### config.mk
export PLATFORM = sky130hd
export DESIGN_NAME = regfile_writeback_arbiter
export DESIGN_NICKNAME = d
export VERILOG_FILES = /design/src/rtl/regfile_writeback_arbiter_pkg.sv /design/src/rtl/regfile_writeback_arbiter_wb_fifo.sv /design/src/rtl/regfile_writeback_arbiter.sv
export SDC_FILE = /design/constraint.sdc
export NUM_CORES = 1
export LEC_CHECK = 0
export ABC_AREA = 1
export CORE_MARGIN = 1.5
export CORE_UTILIZATION = 32
export CTS_BUF_LIST = sky130_fd_sc_hd__clkbuf_4 sky130_fd_sc_hd__clkbuf_8 sky130_fd_sc_hd__clkbuf_16
export DETAILED_ROUTE_END_ITERATION = 16
export SYNTH_ARGS = -nofsm -noshare
export SYNTH_HDL_FRONTEND = slang
export SYNTH_SLANG_ARGS = --single-unit
### constraint.sdc
create_clock -name clk -period 4.94 [get_ports clk]
set_clock_uncertainty 0.05 [all_clocks]
set_input_delay 0.741 -clock clk [delete_from_list [all_inputs] [get_ports clk]]
set_output_delay 0.741 -clock clk [all_outputs]
set_load 0.005 [all_outputs]
### src/rtl/regfile_writeback_arbiter_pkg.sv
// Shared types for the register-file writeback path: widths, queue entry layout
// and the producer identifiers used by the round-robin arbiter.
package regfile_writeback_arbiter_pkg;

  localparam int WB_DATA_W = 16;
  localparam int WB_ADDR_W = 4;
  localparam int WB_DEPTH  = 4;

  typedef struct packed {
    logic [WB_ADDR_W-1:0] dest;
    logic [WB_DATA_W-1:0] data;
  } wb_entry_t;

  typedef enum logic {
    SRC_ALU = 1'b0,
    SRC_MEM = 1'b1
  } wb_src_e;

  function automatic wb_src_e otherSrc(input wb_src_e src);
    return (src == SRC_ALU) ? SRC_MEM : SRC_ALU;
  endfunction

endpackage

### src/rtl/regfile_writeback_arbiter_wb_fifo.sv
// In-order write queue of writeback entries. Besides the usual push/pop interface it
// exposes per-slot valid bits and destinations so the top can run hazard compares.
module wb_fifo
  import regfile_writeback_arbiter_pkg::*;
#(
  parameter int DEPTH = WB_DEPTH,
  parameter int PTR_W = $clog2(DEPTH),
  parameter int CNT_W = PTR_W + 1
) (
  input  logic                       clk,
  input  logic                       reset,
  input  logic                       i_push,
  input  wb_entry_t                  i_pushEntry,
  input  logic                       i_pop,
  output wb_entry_t                  o_headEntry,
  output logic                       o_full,
  output logic                       o_empty,
  output logic [CNT_W-1:0]           o_count,
  output logic [DEPTH-1:0]           o_entryValid,
  output logic [DEPTH*WB_ADDR_W-1:0] o_entryDest
);

  wb_entry_t        r_mem [DEPTH];
  logic [PTR_W-1:0] r_wrPtr;
  logic [PTR_W-1:0] r_rdPtr;
  logic [CNT_W-1:0] r_count;
  logic             w_doPush;
  logic             w_doPop;
  logic [PTR_W-1:0] w_offset;

  assign o_full      = (r_count == CNT_W'(DEPTH));
  assign o_empty     = (r_count == '0);
  assign o_count     = r_count;
  assign o_headEntry = r_mem[r_rdPtr];

  // A push into a full queue is refused even if a pop frees a slot on the same edge.
  assign w_doPush = i_push && !o_full;
  assign w_doPop  = i_pop && !o_empty;

  always_ff @(posedge clk or posedge reset) begin
    if (reset) begin
      r_wrPtr <= '0;
      r_rdPtr <= '0;
      r_count <= '0;
    end else begin
      if (w_doPush) r_wrPtr <= r_wrPtr + 1'b1;
      if (w_doPop)  r_rdPtr <= r_rdPtr + 1'b1;
      case ({w_doPush, w_doPop})
        2'b10:   r_count <= r_count + 1'b1;
        2'b01:   r_count <= r_count - 1'b1;
        default: r_count <= r_count;
      endcase
    end
  end

  always_ff @(posedge clk or posedge reset) begin
    if (reset) begin
      for (int i = 0; i < DEPTH; i++) r_mem[i] <= '0;
    end else if (w_doPush) begin
      r_mem[r_wrPtr] <= i_pushEntry;
    end
  end

  // A slot is live when its distance from the read pointer is below the occupancy.
  always_comb begin
    o_entryValid = '0;
    o_entryDest  = '0;
    w_offset     = '0;
    for (int i = 0; i < DEPTH; i++) begin
      w_offset        = PTR_W'(i) - r_rdPtr;
      o_entryValid[i] = ({1'b0, w_offset} < r_count);
      o_entryDest[i*WB_ADDR_W +: WB_ADDR_W] = r_mem[i].dest;
    end
  end

endmodule

### src/rtl/regfile_writeback_arbiter.sv
// Writer side of the register file: round-robin merge of ALU and load results into
// an in-order queue, a registered write port, and RAW pending-write queries for decode.
module regfile_writeback_arbiter
  import regfile_writeback_arbiter_pkg::*;
#(
  parameter int DATA_W = WB_DATA_W,
  parameter int ADDR_W = WB_ADDR_W,
  parameter int DEPTH  = WB_DEPTH
) (
  input  logic              clk,
  input  logic              reset,
  input  logic              i_alu_valid,
  output logic              o_alu_ready,
  input  logic [ADDR_W-1:0] i_alu_dest,
  input  logic [DATA_W-1:0] i_alu_data,
  input  logic              i_mem_valid,
  output logic              o_mem_ready,
  input  logic [ADDR_W-1:0] i_mem_dest,
  input  logic [DATA_W-1:0] i_mem_data,
  output logic              o_rf_reg_write,
  output logic [ADDR_W-1:0] o_rf_write_reg,
  output logic [DATA_W-1:0] o_rf_write_data,
  input  logic [ADDR_W-1:0] i_q_reg1,
  input  logic [ADDR_W-1:0] i_q_reg2,
  output logic              o_q_pending1,
  output logic              o_q_pending2,
  output logic              o_queue_empty
);

  localparam int CNT_W = $clog2(DEPTH) + 1;

  wb_src_e                  r_rrPtr;
  logic                     r_rfRegWrite;
  logic [ADDR_W-1:0]        r_rfWriteReg;
  logic [DATA_W-1:0]        r_rfWriteData;

  logic                     w_full;
  logic                     w_empty;
  logic [CNT_W-1:0]         w_count;
  logic                     w_bothValid;
  logic                     w_aluGrant;
  logic                     w_memGrant;
  logic                     w_push;
  wb_entry_t                w_pushEntry;
  wb_entry_t                w_headEntry;
  logic [DEPTH-1:0]         w_entryValid;
  logic [DEPTH*ADDR_W-1:0]  w_entryDest;

  // Ready is offered to a source unless the other one is also valid and owns the turn.
  assign w_bothValid = i_alu_valid && i_mem_valid;
  assign o_alu_ready = !w_full && (!i_mem_valid || (r_rrPtr == SRC_ALU));
  assign o_mem_ready = !w_full && (!i_alu_valid || (r_rrPtr == SRC_MEM));
  assign w_aluGrant  = i_alu_valid && o_alu_ready;
  assign w_memGrant  = i_mem_valid && o_mem_ready;
  assign w_push      = w_aluGrant || w_memGrant;

  always_comb begin
    w_pushEntry = '0;
    if (w_aluGrant) begin
      w_pushEntry.dest = i_alu_dest;
      w_pushEntry.data = i_alu_data;
    end else if (w_memGrant) begin
      w_pushEntry.dest = i_mem_dest;
      w_pushEntry.data = i_mem_data;
    end
  end

  // The turn only passes on contested grants, so a lone producer never loses its slot.
  always_ff @(posedge clk or posedge reset) begin
    if (reset) begin
      r_rrPtr <= SRC_ALU;
    end else if (w_bothValid && !w_full) begin
      r_rrPtr <= otherSrc(r_rrPtr);
    end
  end

  wb_fifo #(
    .DEPTH (DEPTH)
  ) u_fifo (
    .clk          (clk),
    .reset        (reset),
    .i_push       (w_push),
    .i_pushEntry  (w_pushEntry),
    .i_pop        (!w_empty),
    .o_headEntry  (w_headEntry),
    .o_full       (w_full),
    .o_empty      (w_empty),
    .o_count      (w_count),
    .o_entryValid (w_entryValid),
    .o_entryDest  (w_entryDest)
  );

  // The head drains into the port register every cycle it exists; index/data hold otherwise.
  always_ff @(posedge clk or posedge reset) begin
    if (reset) begin
      r_rfRegWrite  <= 1'b0;
      r_rfWriteReg  <= '0;
      r_rfWriteData <= '0;
    end else if (!w_empty) begin
      r_rfRegWrite  <= 1'b1;
      r_rfWriteReg  <= w_headEntry.dest;
      r_rfWriteData <= w_headEntry.data;
    end else begin
      r_rfRegWrite  <= 1'b0;
    end
  end

  assign o_rf_reg_write  = r_rfRegWrite;
  assign o_rf_write_reg  = r_rfWriteReg;
  assign o_rf_write_data = r_rfWriteData;
  assign o_queue_empty   = w_empty && !r_rfRegWrite;

  // A write still sitting on the port has not reached the file yet, so it counts as pending.
  always_comb begin
    o_q_pending1 = r_rfRegWrite && (r_rfWriteReg == i_q_reg1);
    o_q_pending2 = r_rfRegWrite && (r_rfWriteReg == i_q_reg2);
    for (int i = 0; i < DEPTH; i++) begin
      if (w_entryValid[i] && (w_entryDest[i*ADDR_W +: ADDR_W] == i_q_reg1)) o_q_pending1 = 1'b1;
      if (w_entryValid[i] && (w_entryDest[i*ADDR_W +: ADDR_W] == i_q_reg2)) o_q_pending2 = 1'b1;
    end
  end

  assert property (@(posedge clk) disable iff (reset) w_count <= CNT_W'(DEPTH));

endmodule

==> qor.csv, run 1 <==
metric;value;unit
yosys_most_used_dff;dfrtp_1;
netlist_top_cells_count;nand2_1 (253), dfrtp_1 (109), o21ai_1 (99);
largest_register_ffs;64;
synth_top_area_share;47.1;%
htree_levels;3;
fmax;0.278;GHz
drc;0;
setup_viol;0;
tightest_slew;1.12;ns
largest-register;u_fifo.r_mem;
finalHoldViolCount;0;
slew_violations;0;
yosys_warnings;0;
synth.cell_area;5800;um^2
cap_violations;0;
fp-row-count;49;
min_to;o_rf_write_data[4];
drtAntennaViolNets;0;
overflow;0;
crit_required;4.15;ns
synth_seq_cells;109;
seq_area_frac_synth;47.1;%
critPathLaunchType;flip-flop;
p_leak;0.00332;uW
avgSynthCellArea;7.98;um^2
outcome;finished, final reports clean;
root_buffer;clkbuf_16;
syn_to_final_growth;19.5;%
cts_max_path_buffers;2;
end_kind;output pin;
place_worst_setup_slack;1.64;ns
yosysTopAreaCell;dfrtp_1;
die_area;18900;um^2
tns;0;ns
wl_per_cell;14.8;um
hpwl;9.56;mm
viasPerCell;4.73;
peakVddDrop;232;uV
worstHoldPathCells;2;
synth_most_common_cell;nand2_1;
cp_max_fo;21;
routed_wl;14.9;mm
fin_crit_sh;72.7;%
r2r_start;u_fifo.o_count[0];
numCtsBuffers;9;
rsz0062_at_grt;no;
timing.rr.end;u_fifo.o_count[1];
num_vias;4772;
setup_slack;1.35;ns
track_usage;16.9;%
routabilityCongestion;0.757;
grt_pass1_wl;24.1;mm
hold_class;reg2reg;
hp-start;o_rf_write_data[4];
diodes;0;
die_x;138;um
design_area;6920;um^2
antenna_found_initial;0;
synthArstFlopShare;100;%
drt-pass1-iter-count;5;
cts_tree;yes;
clock-sinks;109;
place_area;6610;um^2
p_per_area;592;nW/um^2
num-nets-final;835;
path_class;reg2out;
grt_max_degree;83;
post-route-min-period;3.59;ns
io_buffers;77;
clkTransAtPathRegs;0.07;ns
r2r_slack;2.39;ns
synth_cells;726;
ctsHoldBuffers;0;
synth.area.top_cells;dfrtp_1 (47%), nand2_1 (16%), o21ai_1 (8.5%), xor2_1 (5.1%), inv_1 (4.3%);
relSlewSlack;25.4;%
synth_fp_nets;787;
ys_types;25;
ioPinCount;78;
reg2regPathDepth;7;
worstSkewPairLatency;0.36;ns
synth_edf_count;0;
die_y;138;um
fin_util;38.8;%
crit_arrival;2.80;ns
grt_pass1_vias;4532;
drtIter0Drc;289;
core;17800;um^2
cts_resized;0;
start_util;32.5;%
post_cts_buffers;0;
drive_gt1_share;4.36;%
==> worst max path at each step <==
stage	depth (start not counted)	end	slack (ns)	from
3_5_place_dp	8	o_q_pending2	1.64	i_q_reg2[1]
5_1_grt	12	o_q_pending1	1.17	u_fifo.r_rdPtr[0]
4_1_cts	12	o_q_pending1	1.35	u_fifo.r_rdPtr[0]
6_report	12	o_q_pending1	1.35	u_fifo.r_rdPtr[0]
3_3_place_gp	8	o_q_pending2	1.63	i_q_reg2[1]
2_1_floorplan	1	o_rf_reg_write	1.28	reset
==> power breakdown <==
| group | internal (uW) | switching, uW | total (uW) |
|---|---|---|---|
| logic | 688 | 1150 | 1840 |
| clock network | 422 | 334 | 756 |
| registers | 1240 | 263 | 1510 |
==> through the flow <==
step / power (uW) / cells / hold WS, ns
floorplan: 2810 / 726 / 0.409
global placement: 3350 / 992 / 0.415
detailed placement: 3370 / 992 / 0.419
CTS: 4140 / 1008 / 0.438
global route: 4460 / 1008 / 0.454
finish: 4100 / 1008 / 0.432
==> placed cells by master, fill, tap and decap left out <==
cell	count
inv_4	1
nand2_4	5
xor2_1	34
bufinv_16	1
nand2_1	253
or2_2	1
o21ai_1	99
a21boi_0	1
buf_4	5
a21o_1	1
nor2_1	24
clkbuf_16	9
nand3_1	14
inv_1	66
clkinv_2	2
nor2_2	3
a22oi_1	3
nand2_8	1
nand4_1	39
clkdlybuf4s50_1	77
inv_6	1
fa_1	1
a21oi_1	3
o21ai_0	9
xnor2_1	4
nand3_4	2
clkbuf_8	2
ha_1	8
dfrtp_1	109
clkinv_4	1
==> per-layer routing <==
metal  vias up  GRT usage [%]  wire (um)
li1       2407              -          -
met1      2209           23.5       7100
met2       143           26.4       6800
met3        13           4.23        877
met4         0           3.63        144
met5         -              0          0
==> final cells by class <==
cell class	count	area (um^2)
multi-input combinational	505	2540
timing repair buffer	82	808
fill	1814	10900
tap	229	287
sequential	109	2730
clock inverter	5	57.6
inverter	67	254
clock buffer	11	253
==> worst max-delay path, cell delays in order (launching register included) <==
cell and delay (ns):
dfrtp_1 0.46, nor2_1 0.13, buf_4 0.32, inv_1 0.07, nand2_1 0.11, ha_1 0.23
a21boi_0 0.12, o21ai_0 0.23, nand3_1 0.10, nand2_1 0.07, inv_1 0.04, nand2_1 0.08
clkdlybuf4s50_1 0.50
==> cell families after synthesis <==
kind of cell,after synthesis,synth area share (%)
buffers and inverters,112,9.26
and+or+nand+nor,342,25.6
xor gates and xnor gates,38,5.74
adders and majority gates,9,2.07
DFF,109,47.1
AOI/OAI and AO/OA,116,10.2
Note: power is estimated with default switching activity, not from simulation.
==> inputs of run 2 (changes only) <==
- clock period: 4.94 -> 3.03 ns (I/O delays scaled with it)
==> run 2 against run 1 <==
  * Clock-buffer cell count is 1 lower
  * Final area is 1.8% higher
  * Routed wire length increased by 2.0%
  * Global-route usage rose by 0.16 points
  * Register-to-register slack got worse by 1.6 ns
  * Sequential power up 63%
  * Critical path type unchanged
  * Largest power group unchanged
==> qor.csv, run 2 (synthesis gave the netlist of run 1 again) <==
metric;value;unit
outcome;finished, final reports clean;
core;17800;um^2
setup_viol;0;
end_kind;output pin;
critical_path.cell_chain;nor2_2, inv_1, nand2_1, ha_1, a21boi_0, o21ai_1, nand3_1, nand2_1, inv_1, nand2_1, clkdlybuf4s50_1;
drc;0;
htree_levels;3;
start_util;32.5;%
antenna_found_initial;0;
drive_gt1_share;5.82;%
critPathLaunchType;flip-flop;
drtAntennaViolNets;0;
p_per_area;969;nW/um^2
cp_slowest_cell;clkdlybuf4s50_1;
post-route-min-period;2.87;ns
place_worst_setup_slack;0.310;ns
clkTransAtPathRegs;0.07;ns
num_vias;4850;
cts_max_path_buffers;2;
overflow;0;
critPathMaxStageDelay;0.50;ns
hpwl;10.1;mm
routed_wl;15.2;mm
die_x;138;um
hold_class;reg2reg;
fp-row-count;49;
crit_required;2.53;ns
root_buffer;clkbuf_16;
use_met3;4.01;%
finalHoldViolCount;0;
grt_use_met1;23.6;%
rsz0062_at_grt;no;
ioPinCount;78;
power;6820;uW
mostFrequentLayoutCell;nand2_1;
viasPerCell;4.76;
dp_cells;1003;
setup_slack;0.165;ns
die_area;18900;um^2
grt_max_degree;41;
fmax;0.349;GHz
cts_tree;yes;
io_buffers;77;
slew_violations;0;
numCtsBuffers;9;
tightest_slew;0.888;ns
relSlewSlack;40.8;%
wl_per_cell;14.9;um
grt_pass1_wl;24.4;mm
clock-sinks;109;
largest-register;u_fifo.r_mem;
critPathTopFamily;buffers and inverters;
path_class;reg2out;
worstSkewPairLatency;0.36;ns
routabilityCongestion;0.796;
die_y;138;um
met2_usage;26.4;%
path_buf_inv;3;
cp_max_fo;4;
finalNonFillerCells;1019;
busiest_layer;met2;
peakVddDrop;443;uV
fin_crit_sh;94.6;%
grt_pass1_vias;4647;
r2r_slack;0.75;ns
num-nets-final;848;
cap_violations;0;
tns;0;ns
hold_ws;0.427;ns
drtIter0Drc;282;
diodes;0;
syn_to_final_growth;21.5;%
nFillCells;1843;
layout_common_cells;nand2_1 (253), dfrtp_1 (107), o21ai_1 (100), clkdlybuf4s50_1 (77), inv_1 (66);
cp_common_cell;nand2_1;
p_leak;0.00338;uW
crit_arrival;2.36;ns
largest_register_ffs;64;
track_usage;17.0;%
drt-pass1-iter-count;5;
-- run 2: cell types whose count changed in the layout (fill, tap and decap cells not counted), sizes merged --
cell and change:
buf +13, bufinv +1, clkinv -3, clkbuf -1
clkinvlp +3, inv -2
-- run 2: final timing paths --
check | end | cells after the start | startpoint
hold reg to reg | o_rf_write_data[4] | 2 | o_rf_write_data[4]
setup / recovery | o_q_pending1 | 11 | u_fifo.r_rdPtr[0]
setup reg to reg | u_fifo.o_count[1] | 7 | u_fifo.o_count[2]
hold / removal | o_rf_write_data[4] | 2 | o_rf_write_data[4]
min in group asynchronous | u_fifo.r_mem[33] | 2 | reset
max in group asynchronous | o_rf_write_data[5] | 3 | reset
-- run 2: what timing repair did --
action / in CTS / in global routing
setup buffers: 0 / 2
endpoints found under the setup margin: 0 / 2
gates resized for setup: 0 / 4
hold buffers: 0 / 0
-- run 2: cell type report --
| type | count | area (um^2) | area share, % |
|---|---|---|---|
| Multi-Input combinational cell | 505 | 2530 | 36.0 |
| Inverter | 67 | 255 | 3.62 |
| Timing Repair Buffer | 95 | 931 | 13.2 |
| Tap cell | 229 | 287 | 4.07 |
| Clock inverter | 4 | 75.1 | 1.07 |
| Sequential cell | 109 | 2730 | 38.8 |
| Clock buffer | 10 | 233 | 3.30 |
-- run 2: report_power, final --
part / switching, uW / leakage (uW) / total (uW) / internal, uW
logic: 1920 / 0.00183 / 3120 / 1190
clock network: 526 / 0.000144 / 1250 / 725
registers: 427 / 0.00140 / 2460 / 2030
-- run 2: metal layers --
layer	share of wire, %	wire length [um]
met1	48	7280
met2	44	6760
met5	0	0
met4	1.7	260
met3	6.1	932
-- run 2: per-stage QoR --
step	utilization (%)	area, um^2
final	39.5	7040
after detailed placement	37.6	6720
after global routing	39.5	7040
after floorplan	-	5800
after global placement	37.6	6720
after CTS	39.4	7020
-- run 2: worst register-to-register path, stage by stage (launching register included) --
cell     delay, ns
dfrtp_1       0.43
inv_1         0.14
nand2_1       0.55
nand3_1       0.26
fa_1          0.54
inv_1         0.04
nand2_1       0.05
o21ai_0       0.09
